===== config.mk =====
export PLATFORM = sky130hd
export DESIGN_NAME = ebus_arbiter
export DESIGN_NICKNAME = d
export VERILOG_FILES = /design/src/rtl/ebus_pkg.sv /design/src/rtl/rr_pick.sv /design/src/rtl/ebus_arbiter.sv
export SDC_FILE = /design/constraint.sdc
export NUM_CORES = 1
export LEC_CHECK = 0
export ABC_AREA = 0
export CELL_PAD_IN_SITES_DETAIL_PLACEMENT = 1
export CELL_PAD_IN_SITES_GLOBAL_PLACEMENT = 2
export CORE_MARGIN = 3
export CORE_UTILIZATION = 17
export DETAILED_ROUTE_END_ITERATION = 10
export GPL_TIMING_DRIVEN = 1
export PLACE_DENSITY_LB_ADDON = 0.1
export REMOVE_ABC_BUFFERS = 1
export SYNTH_ARGS = -nofsm -noshare
export SYNTH_HDL_FRONTEND = slang
export SYNTH_HIERARCHICAL = 1
export SYNTH_SLANG_ARGS = --single-unit

===== constraint.sdc =====
create_clock -name clk -period 3.4 [get_ports clk]
set_input_delay 0.51 -clock clk [delete_from_list [all_inputs] [get_ports clk]]
set_output_delay 0.51 -clock clk [all_outputs]
set_load 0.1 [all_outputs]

===== src/rtl/ebus_pkg.sv =====
`default_nettype none
// ============================================================================
// ebus_pkg -- shared EBUS arbiter types and constants.       Rev 1.0
// ============================================================================
package ebus_pkg;

    localparam int EBUS_WIDTH = 36;

    typedef logic [0:EBUS_WIDTH-1] ebus_data_t;

    typedef enum logic [1:0] {
        ARB_IDLE    = 2'd0,
        ARB_DRIVE   = 2'd1,
        ARB_DEMAND  = 2'd2,
        ARB_RELEASE = 2'd3
    } ebus_arb_state_t;

endpackage : ebus_pkg
`default_nettype wire


===== src/rtl/rr_pick.sv =====
`default_nettype none
// ============================================================================
// rr_pick -- combinational round-robin picker, first set req from ptr upward.
// Rev 1.0
// ============================================================================
module rr_pick #(
    parameter int N  = 4,
    parameter int IW = $clog2(N)
) (
    input  logic [N-1:0]  req,
    input  logic [IW-1:0] ptr,
    output logic [N-1:0]  onehot,
    output logic [IW-1:0] idx,
    output logic          valid
);

    always_comb begin
        logic [IW:0]   sum;
        logic [IW-1:0] j;
        onehot = '0;
        idx    = '0;
        valid  = 1'b0;
        sum    = '0;
        j      = '0;
        for (int k = 0; k < N; k++) begin
            // Wrap ptr+k back into 0..N-1 without a modulo operator
            sum = {1'b0, ptr} + (IW+1)'(k);
            if (sum >= (IW+1)'(N)) begin
                sum = sum - (IW+1)'(N);
            end
            j = sum[IW-1:0];
            if (!valid && req[j]) begin
                onehot[j] = 1'b1;
                idx       = j;
                valid     = 1'b1;
            end
        end
    end

endmodule : rr_pick
`default_nettype wire


===== src/rtl/ebus_arbiter.sv =====
`default_nettype none
// ============================================================================
// ebus_arbiter -- round-robin EBUS arbiter with settle, DEMAND/ACK, timeout.
// Rev 1.0
// ============================================================================
module ebus_arbiter
    import ebus_pkg::*;
#(
    parameter int NREQ    = 4,
    parameter int SETTLE  = 2,
    parameter int TIMEOUT = 63
) (
    input  logic                       clk,
    input  logic                       RESET,
    input  logic [NREQ-1:0]            req,
    input  ebus_data_t [NREQ-1:0]      reqData,
    output logic [NREQ-1:0]            grant,
    output ebus_data_t                 ebusData,
    output logic                       ebusDriving,
    output logic                       demand,
    input  logic                       ack,
    output logic                       busy,
    output logic                       timeoutErr,
    output logic [$clog2(NREQ)-1:0]    lastGrant
);

    localparam int IDXW = $clog2(NREQ);
    localparam int SCW  = $clog2(SETTLE + 1);
    localparam int TCW  = $clog2(TIMEOUT + 1);

    ebus_arb_state_t state;
    logic [IDXW-1:0] rr_ptr;
    logic [SCW-1:0]  settle_cnt;
    logic [TCW-1:0]  tmo_cnt;

    logic [NREQ-1:0] pick_onehot;
    logic [IDXW-1:0] pick_idx;
    logic            pick_valid;
    logic            req_held;

    rr_pick #(
        .N  (NREQ),
        .IW (IDXW)
    ) u_rr_pick (
        .req    (req),
        .ptr    (rr_ptr),
        .onehot (pick_onehot),
        .idx    (pick_idx),
        .valid  (pick_valid)
    );

    assign req_held = |(req & grant);
    assign busy     = (state != ARB_IDLE);

    // AND-OR mux off the registered grant, so the bus reads zero when idle
    always_comb begin
        ebusData = '0;
        for (int i = 0; i < NREQ; i++) begin
            if (grant[i]) begin
                ebusData = ebusData | reqData[i];
            end
        end
    end

    always_ff @(posedge clk) begin
        if (RESET) begin
            state       <= ARB_IDLE;
            grant       <= '0;
            ebusDriving <= 1'b0;
            demand      <= 1'b0;
            timeoutErr  <= 1'b0;
            rr_ptr      <= '0;
            lastGrant   <= '0;
            settle_cnt  <= '0;
            tmo_cnt     <= '0;
        end else begin
            timeoutErr <= 1'b0;
            case (state)
                ARB_IDLE: begin
                    if (pick_valid) begin
                        grant       <= pick_onehot;
                        lastGrant   <= pick_idx;
                        ebusDriving <= 1'b1;
                        settle_cnt  <= SCW'(SETTLE - 1);
                        state       <= ARB_DRIVE;
                    end
                end
                ARB_DRIVE: begin
                    if (!req_held) begin
                        grant       <= '0;
                        ebusDriving <= 1'b0;
                        demand      <= 1'b0;
                        state       <= ARB_RELEASE;
                    end else if (settle_cnt == '0) begin
                        demand  <= 1'b1;
                        tmo_cnt <= TCW'(TIMEOUT);
                        state   <= ARB_DEMAND;
                    end else begin
                        settle_cnt <= settle_cnt - 1'b1;
                    end
                end
                ARB_DEMAND: begin
                    // Abort and ack both beat an expiring timeout: neither flags an error
                    if (!req_held || ack || tmo_cnt == '0) begin
                        grant       <= '0;
                        ebusDriving <= 1'b0;
                        demand      <= 1'b0;
                        timeoutErr  <= req_held && !ack;
                        state       <= ARB_RELEASE;
                    end else begin
                        tmo_cnt <= tmo_cnt - 1'b1;
                    end
                end
                ARB_RELEASE: begin
                    rr_ptr <= (lastGrant == IDXW'(NREQ - 1)) ? '0 : lastGrant + IDXW'(1);
                    state  <= ARB_IDLE;
                end
                default: begin
                    state <= ARB_IDLE;
                end
            endcase
        end
    end

endmodule : ebus_arbiter
`default_nettype wire


==> impl_metrics.csv, run 1 <==
group,metric,value,unit
outcome,status,"complete, no violations",
clock_tree,cts_post_setup_buffers_inserted,0,
clock_tree,tritoncts.num_buffers,3,
clock_tree,cts.htree.levels,1,
place,dpl.cell_count,691,
drt,initial_detailed_routing_violation_count,125,
setup_path,critPathMaxStageDelay,670,ps
clock_tree,cts_tree,"built",
finish,register_area,420.4,µm²
setup_path,crit_chain,"clkdlybuf4s50_1 -> mux4_2 -> nor3_1 -> nand2b_1 -> nor2b_1 -> buf_4 -> nor4_1 -> a22oi_1 -> nand3_1",
power_and_ir_drop,irDropWorstVdd,0.3918,mV
grt,grt_pass1_wl,20980,µm
synthesis,netlist_area_before_placement,2536,µm²
finish,finalNonFillerCells,696,
finish,multiInputGateArea,1947,µm²
timing,final-setup-viol-count,0,
timing,timing.max_slew.rel_slack,32.14,%
synthesis,synth-warning-count,6,
timing,finalWorstPathRequiredPeriod,2782,ps
floorplanning,chipHeight,128.1,µm
drt,viasPerCell,4.922,
drt,detail_route.wl_per_cell,20.60,µm
synthesis,number_of_synthesized_flops_with_an_enable_pin,0,
drt,drcViolationCount,0,
clock_tree,resized_after_cts,0,
power_and_ir_drop,power.leakage,1.863,nW
timing,rsz0062_at_grt,"no",
floorplanning,io-pin-count,197,
drt,dr.pass1.iters,4,
timing,worstMarginPinSlew,1015,ps
synthesis,ys_seq_area_share,16.58,%
synthesis,post_synth_inst_count,329,
place,place_hpwl,11380,µm
timing,clock.fmax,359.4,MHz
drt,antenna_violating_nets_post_route,0,
finish,n_fill_cell,1713,
timing,skew,2.700,ps
place,buffer_ports.inserted,196,
clock_tree,clk_root_buffer_cell,"sky130_fd_sc_hd__clkbuf_16",
power_and_ir_drop,p_per_area,904.4,nW/µm²
grt,largest_net_degree_at_the_start_of_global_routing,40,
grt,gr-total-overflow,0,
floorplanning,core.rowCount,44,
setup_path,critPathKind,"input pin to flip-flop",
clock_tree,clk_pin_slew_worst_paths,60,ps
clock_tree,worst_skew_pair.late_latency,260,ps
clock_tree,tritoncts_num_sinks,21,
drt,routed-via-count,3426,
synthesis,yosysUniqueCellTypes,49,
setup_path,critical_path.startpoint_type,"input pin",
grt,via_count_of_the_first_global_routing_pass,3465,
setup_path,timing.critical_path.slowest_stage_cell,"sky130_fd_sc_hd__mux4_2",
finish,synthToLayoutAreaGrowth,85.84,%
clock_tree,postCtsHoldBufs,0,
setup_path,cp.arrival,2920,ps
setup_path,worst_setup_path_end_kind,"flip-flop",
timing,final_min_period_over_clock_period,81.83,%
timing,finalSetupTns,0,ps
finish,drive_gt1_share,12.92,%
floorplanning,die_w,128.1,µm
setup_path,path_max_fanout,13,
setup_path,crit_required,3540,ps
finish,nNetsFinal,677,
drt,totalWireLength,14340,µm
timing,finalHoldViolations,0,
floorplanning,floorplan.initialDensity,17.38,%
synthesis,synth_top_flop_cell,"sky130_fd_sc_hd__dfxtp_1",
synthesis,postSynthAreaPerCell,7.709,µm²
floorplanning,core_region_area,14590,µm²
floorplanning,design.die.area,16420,µm²
clock_tree,clock_tree.buffer_depth,2,
place,gpl.final_weighted_congestion,0.8443,
synthesis,postSynthRegisterBits,21,
worst_hold_path,hold_class,"flip-flop to flip-flop",
grt,track_usage,16.26,%
synthesis,async_set_or_reset_register_ratio_after_synthesis,0,%
job,maxCapViolations,0,
grt,antenna_found_initial,1,
timing,slew_violations,0,
## final timing paths
path / start / endpoint / slack (ps) / cells after the start
min reg2reg: lastGrant[1]$_SDFFE_PP0P_ / lastGrant[1]$_SDFFE_PP0P_ / 490 / 2
min: lastGrant[1]$_SDFFE_PP0P_ / lastGrant[1]$_SDFFE_PP0P_ / 490 / 2
max: req[3] / grant[3]$_SDFFE_PP0P_ / 620 / 9
max reg2reg: rr_ptr[0]$_SDFFE_PP0N_ / grant[3]$_SDFFE_PP0P_ / 640 / 11
## cells in the mapped netlist (all sizes together) (8+ instances only)
cell type | n | area share, %
ha | 14 | 6.9
nand2b | 10 | 2.6
nor4 | 8 | 2.2
nand2 | 46 | 6.8
dfxtp | 21 | 17
clkbuf | 17 | 2.5
nor2b | 8 | 2.3
a22oi | 88 | 27
buf | 9 | 2.1
inv | 14 | 2.1
nand3 | 13 | 2.6
a21oi | 15 | 3.0
## cell type report
| class | count | area share (%) |
|---|---|---|
| Antenna cell | 1 | 0.05309 |
| Clock buffer | 4 | 1.672 |
| Inverter | 14 | 1.115 |
| Multi-Input combinational cell | 268 | 41.31 |
| Sequential cell | 21 | 8.920 |
| Tap cell | 184 | 4.885 |
| Timing Repair Buffer | 204 | 42.05 |
## routing by layer
layer	GRT usage [%]	part of all wire, %	vias up
met1	20.14	42	1650
li1	-	-	1649
met4	3.620	1.5	0
met5	0	0	-
met3	2.750	6.3	10
met2	29.33	51	117
## state kept, by name, summed over array words and instances (netlist names)
signal,flops
demand,1
ebusDriving,1
grant,4
lastGrant,2
rr_ptr,2
settle_cnt,2
state,2
timeoutErr,1
tmo_cnt,6
## worst max-delay path: cells and delay by family
family          cells  cell delay, ps
compound gates      1             240
buf+inv             2             700
mux                 1             670
simple gates        5             800
## logic make-up after synthesis
family          count (synthesis)  share of synthesized area (%)
compound gates                137                          40.70
mux                            11                          6.709
flops                          21                          16.58
buf+inv                        40                          6.660
fa+ha+maj                      14                          6.907
simple gates                  106                          22.45
## metrics by stage
step | util [%] | instance area, µm² | setup slack, ps | power [mW] | hold slack, ps
floorplan | - | 2420 | 350.2 | 3.005 | 476.4
global placement | 31.75 | 4632 | 416.3 | 4.038 | 473.4
detailed placement | 31.75 | 4632 | 342.6 | 4.044 | 486.2
CTS | 32.29 | 4711 | 606.0 | 4.315 | 495.7
global route | 32.31 | 4713 | 371.6 | 4.485 | 518.9
finish | 32.31 | 4713 | 617.8 | 4.263 | 485.5
## where the power goes
| group | internal [mW] | switching, mW |
|---|---|---|
| Sequential | 0.306 | 0.0799 |
| Clock | 0.160 | 0.0993 |
| Combinational | 0.936 | 2.68 |
## placed cells by master (no fill, tap or decap), types with 9 or more instances in the layout
master,n
sky130_fd_sc_hd__nand2b_1,9
sky130_fd_sc_hd__a22oi_1,86
sky130_fd_sc_hd__ha_1,14
sky130_fd_sc_hd__buf_4,44
sky130_fd_sc_hd__clkdlybuf4s50_1,155
sky130_fd_sc_hd__nand2_1,46
sky130_fd_sc_hd__a21oi_1,15
sky130_fd_sc_hd__dfxtp_1,21
sky130_fd_sc_hd__inv_1,14
sky130_fd_sc_hd__nand3_1,13
Power figures use the tool's default switching activity.
==> run 2, diff against run 1 <==
--- a/config.mk
+++ b/config.mk
@@ -9,7 +9,7 @@
 export CELL_PAD_IN_SITES_DETAIL_PLACEMENT = 1
 export CELL_PAD_IN_SITES_GLOBAL_PLACEMENT = 2
 export CORE_MARGIN = 3
-export CORE_UTILIZATION = 17
+export CORE_UTILIZATION = 15
 export DETAILED_ROUTE_END_ITERATION = 10
 export GPL_TIMING_DRIVEN = 1
 export PLACE_DENSITY_LB_ADDON = 0.1
==> constraint.sdc (replaced) <==
create_clock -name clk -period 2.4 [get_ports clk]
set_input_delay 0.36 -clock clk [delete_from_list [all_inputs] [get_ports clk]]
set_output_delay 0.36 -clock clk [all_outputs]
set_load 0.1 [all_outputs]
==> run 2 against run 1 <==
Worst hold slack improved by 4.0 ps. Power up 65%. Sequential cell count is the same. Sequential power grew 42%. Core utilization rose by 0.96 points. Clock skew increased by 5.4 ps.
==> impl_metrics.csv, run 2 (synthesis gave the netlist of run 1 again) <==
group,metric,value,unit
outcome,status,"complete, no violations",
setup_path,crit_required,2600,ps
finish,post_route_cell_area,5399,µm²
finish,synthToLayoutAreaGrowth,112.9,%
worst_hold_path,hold_depth,2,
setup_path,setup.reg_to_reg.worst_slack,70,ps
floorplanning,core_region_area,16230,µm²
floorplanning,chipHeight,136.0,µm
clock_tree,worst_skew_pair.late_latency,270,ps
finish,registers.top_by_ff_count,"tmo_cnt",
floorplanning,core.rowCount,46,
drt,viasPerCell,4.721,
drt,totalWireLength,15370,µm
finish,drive_gt1_share,19.36,%
power_and_ir_drop,irDropWorstVdd,0.7801,mV
power_and_ir_drop,design_power,7.051,mW
timing,rsz0062_at_grt,"yes",
finish,finalNonFillerCells,750,
floorplanning,die_w,136.0,µm
timing,slew_violations,0,
place,place_hpwl,12540,µm
timing,timing.hold.ws,489.5,ps
clock_tree,cts_tree,"built",
worst_hold_path,whs_endpoint,"lastGrant[1]$_SDFFE_PP0P_",
drt,initial_detailed_routing_violation_count,73,
drt,dr.pass1.iters,4,
setup_path,cp.arrival,2530,ps
place,preCtsSetupSlack,-332.6,ps
setup_path,ff2ff_path_depth,9,
timing,finalWorstPathRequiredPeriod,2334,ps
clock_tree,tritoncts.num_buffers,3,
drt,routed-via-count,3541,
timing,timing.max_slew.rel_slack,48.49,%
timing,finalSetupTns,0,ps
setup_path,crit_chain,"buf_6 -> mux4_2 -> nor4b_4 -> a22oi_1 -> o21ai_1 -> nand2b_1 -> nor4_2 -> a22oi_1 -> nand3_1",
grt,grt_pass1_wl,22340,µm
finish,n_fill_cell,1866,
clock_tree,clock_tree.buffer_depth,2,
finish,most_used_cells_in_the_layout_excluding_fill_and_tap_cells,"146 x sky130_fd_sc_hd__clkdlybuf4s50_1, 86 x sky130_fd_sc_hd__a22oi_1, 46 x sky130_fd_sc_hd__nand2_1",
grt,antenna_found_initial,2,
place,placed_area,5240,µm²
place,buffer_ports.inserted,196,
setup_path,worstSetupStartpoint,"rr_ptr[0]$_SDFFE_PP0N_",
timing,worstMarginPinSlew,770.2,ps
clock_tree,clk_root_buffer_cell,"sky130_fd_sc_hd__clkbuf_16",
power_and_ir_drop,power.leakage,2.137,nW
finish,layout.core_utilization,33.26,%
setup_path,path_max_fanout,6,
timing,final-setup-viol-count,0,
timing,clock.fmax,428.5,MHz
timing,finalHoldViolations,0,
clock_tree,tritoncts_num_sinks,21,
setup_path,critical_path.most_common_cell,"sky130_fd_sc_hd__a22oi_1",
setup_path,timing.critical_path.slowest_stage_cell,"sky130_fd_sc_hd__mux4_2",
power_and_ir_drop,p_per_area,1306,nW/µm²
setup_path,worst_setup_path_end_kind,"flip-flop",
place,dpl.cell_count,742,
setup_path,critPathKind,"flip-flop to flip-flop",
floorplanning,design.die.area,18500,µm²
finish,nNetsFinal,698,
place,gpl.final_weighted_congestion,0.8093,
grt,via_count_of_the_first_global_routing_pass,3737,
timing,final_min_period_over_clock_period,97.23,%
finish,reg_top3,"tmo_cnt: 6 flops, grant: 4 flops",
grt,track_usage,15.41,%
timing,skew,8.069,ps
worst_hold_path,hold_class,"flip-flop to flip-flop",
drt,drcViolationCount,0,
job,maxCapViolations,0,
floorplanning,io-pin-count,197,
clock_tree,postCtsHoldBufs,0,
drt,antenna_violating_nets_post_route,0,
clock_tree,cts.htree.levels,1,
finish,mostFrequentLayoutCell,"sky130_fd_sc_hd__clkdlybuf4s50_1",
drt,detail_route.wl_per_cell,20.50,µm
grt,largest_net_degree_at_the_start_of_global_routing,33,
finish,largest_reg_flops,6,
grt,gr-total-overflow,0,
setup_path,critPathMaxStageDelay,580,ps
timing,setup_ws,66.41,ps
setup_path,crit-reg2reg-capture,"grant[3]$_SDFFE_PP0P_",
floorplanning,floorplan.initialDensity,15.63,%
setup_path,worstReg2RegStart,"rr_ptr[0]$_SDFFE_PP0N_",
setup_path,critical_path.startpoint_type,"flip-flop",
clock_tree,clk_pin_slew_worst_paths,70,ps
worst_hold_path,min_from,"lastGrant[1]$_SDFFE_PP0P_",
## run 2: critical path: cells and delay by family (launching register included)
family / cells / cell delay, ps
mux: 1 / 580
flops: 1 / 360
buf+inv: 1 / 130
simple gates: 4 / 840
compound gates: 3 / 350
## run 2: how the worst max path moves through the flow
stage / end / slack, ps / depth (start not counted)
2_1_floorplan: ebusData[34] / -500 / 2
3_3_place_gp: grant[0]$_SDFFE_PP0P_ / -260 / 9
3_5_place_dp: grant[2]$_SDFFE_PP0P_ / -330 / 9
4_1_cts: grant[0]$_SDFFE_PP0P_ / -30 / 10
5_1_grt: grant[3]$_SDFFE_PP0P_ / -140 / 10
6_report: grant[3]$_SDFFE_PP0P_ / 70 / 9
## run 2: area by class of cell
cell class / instances / area [µm²] / area share (%)
clock buffer: 4 / 78.83 / 1.460
multi-input combinational: 268 / 1991 / 36.87
inverter: 14 / 52.55 / 0.9733
sequential: 21 / 422.9 / 7.833
antenna: 2 / 5.005 / 0.09270
tap: 216 / 270.3 / 5.006
timing repair buffer: 225 / 2579 / 47.76
## run 2: what timing repair did
item                                    CTS  global route
endpoints found under the setup margin    5             9
buffers inserted                          0             2
resized for setup                         2            18
cloned                                    0             0
pin swaps                                 0             9
## run 2: layer usage
layer	up-vias	wire (µm)	track usage, %
met1	1715	6384	19.01
li1	1690	-	-
met2	121	7560	26.50
met3	15	1089	3.590
met5	-	0	0
met4	0	341	4.815
## run 2: report_power, final
part | internal [mW] | switching, mW | total (mW)
registers | 0.435 | 0.115 | 0.550
clock network | 0.228 | 0.156 | 0.384
logic | 2.11 | 4.01 | 6.12
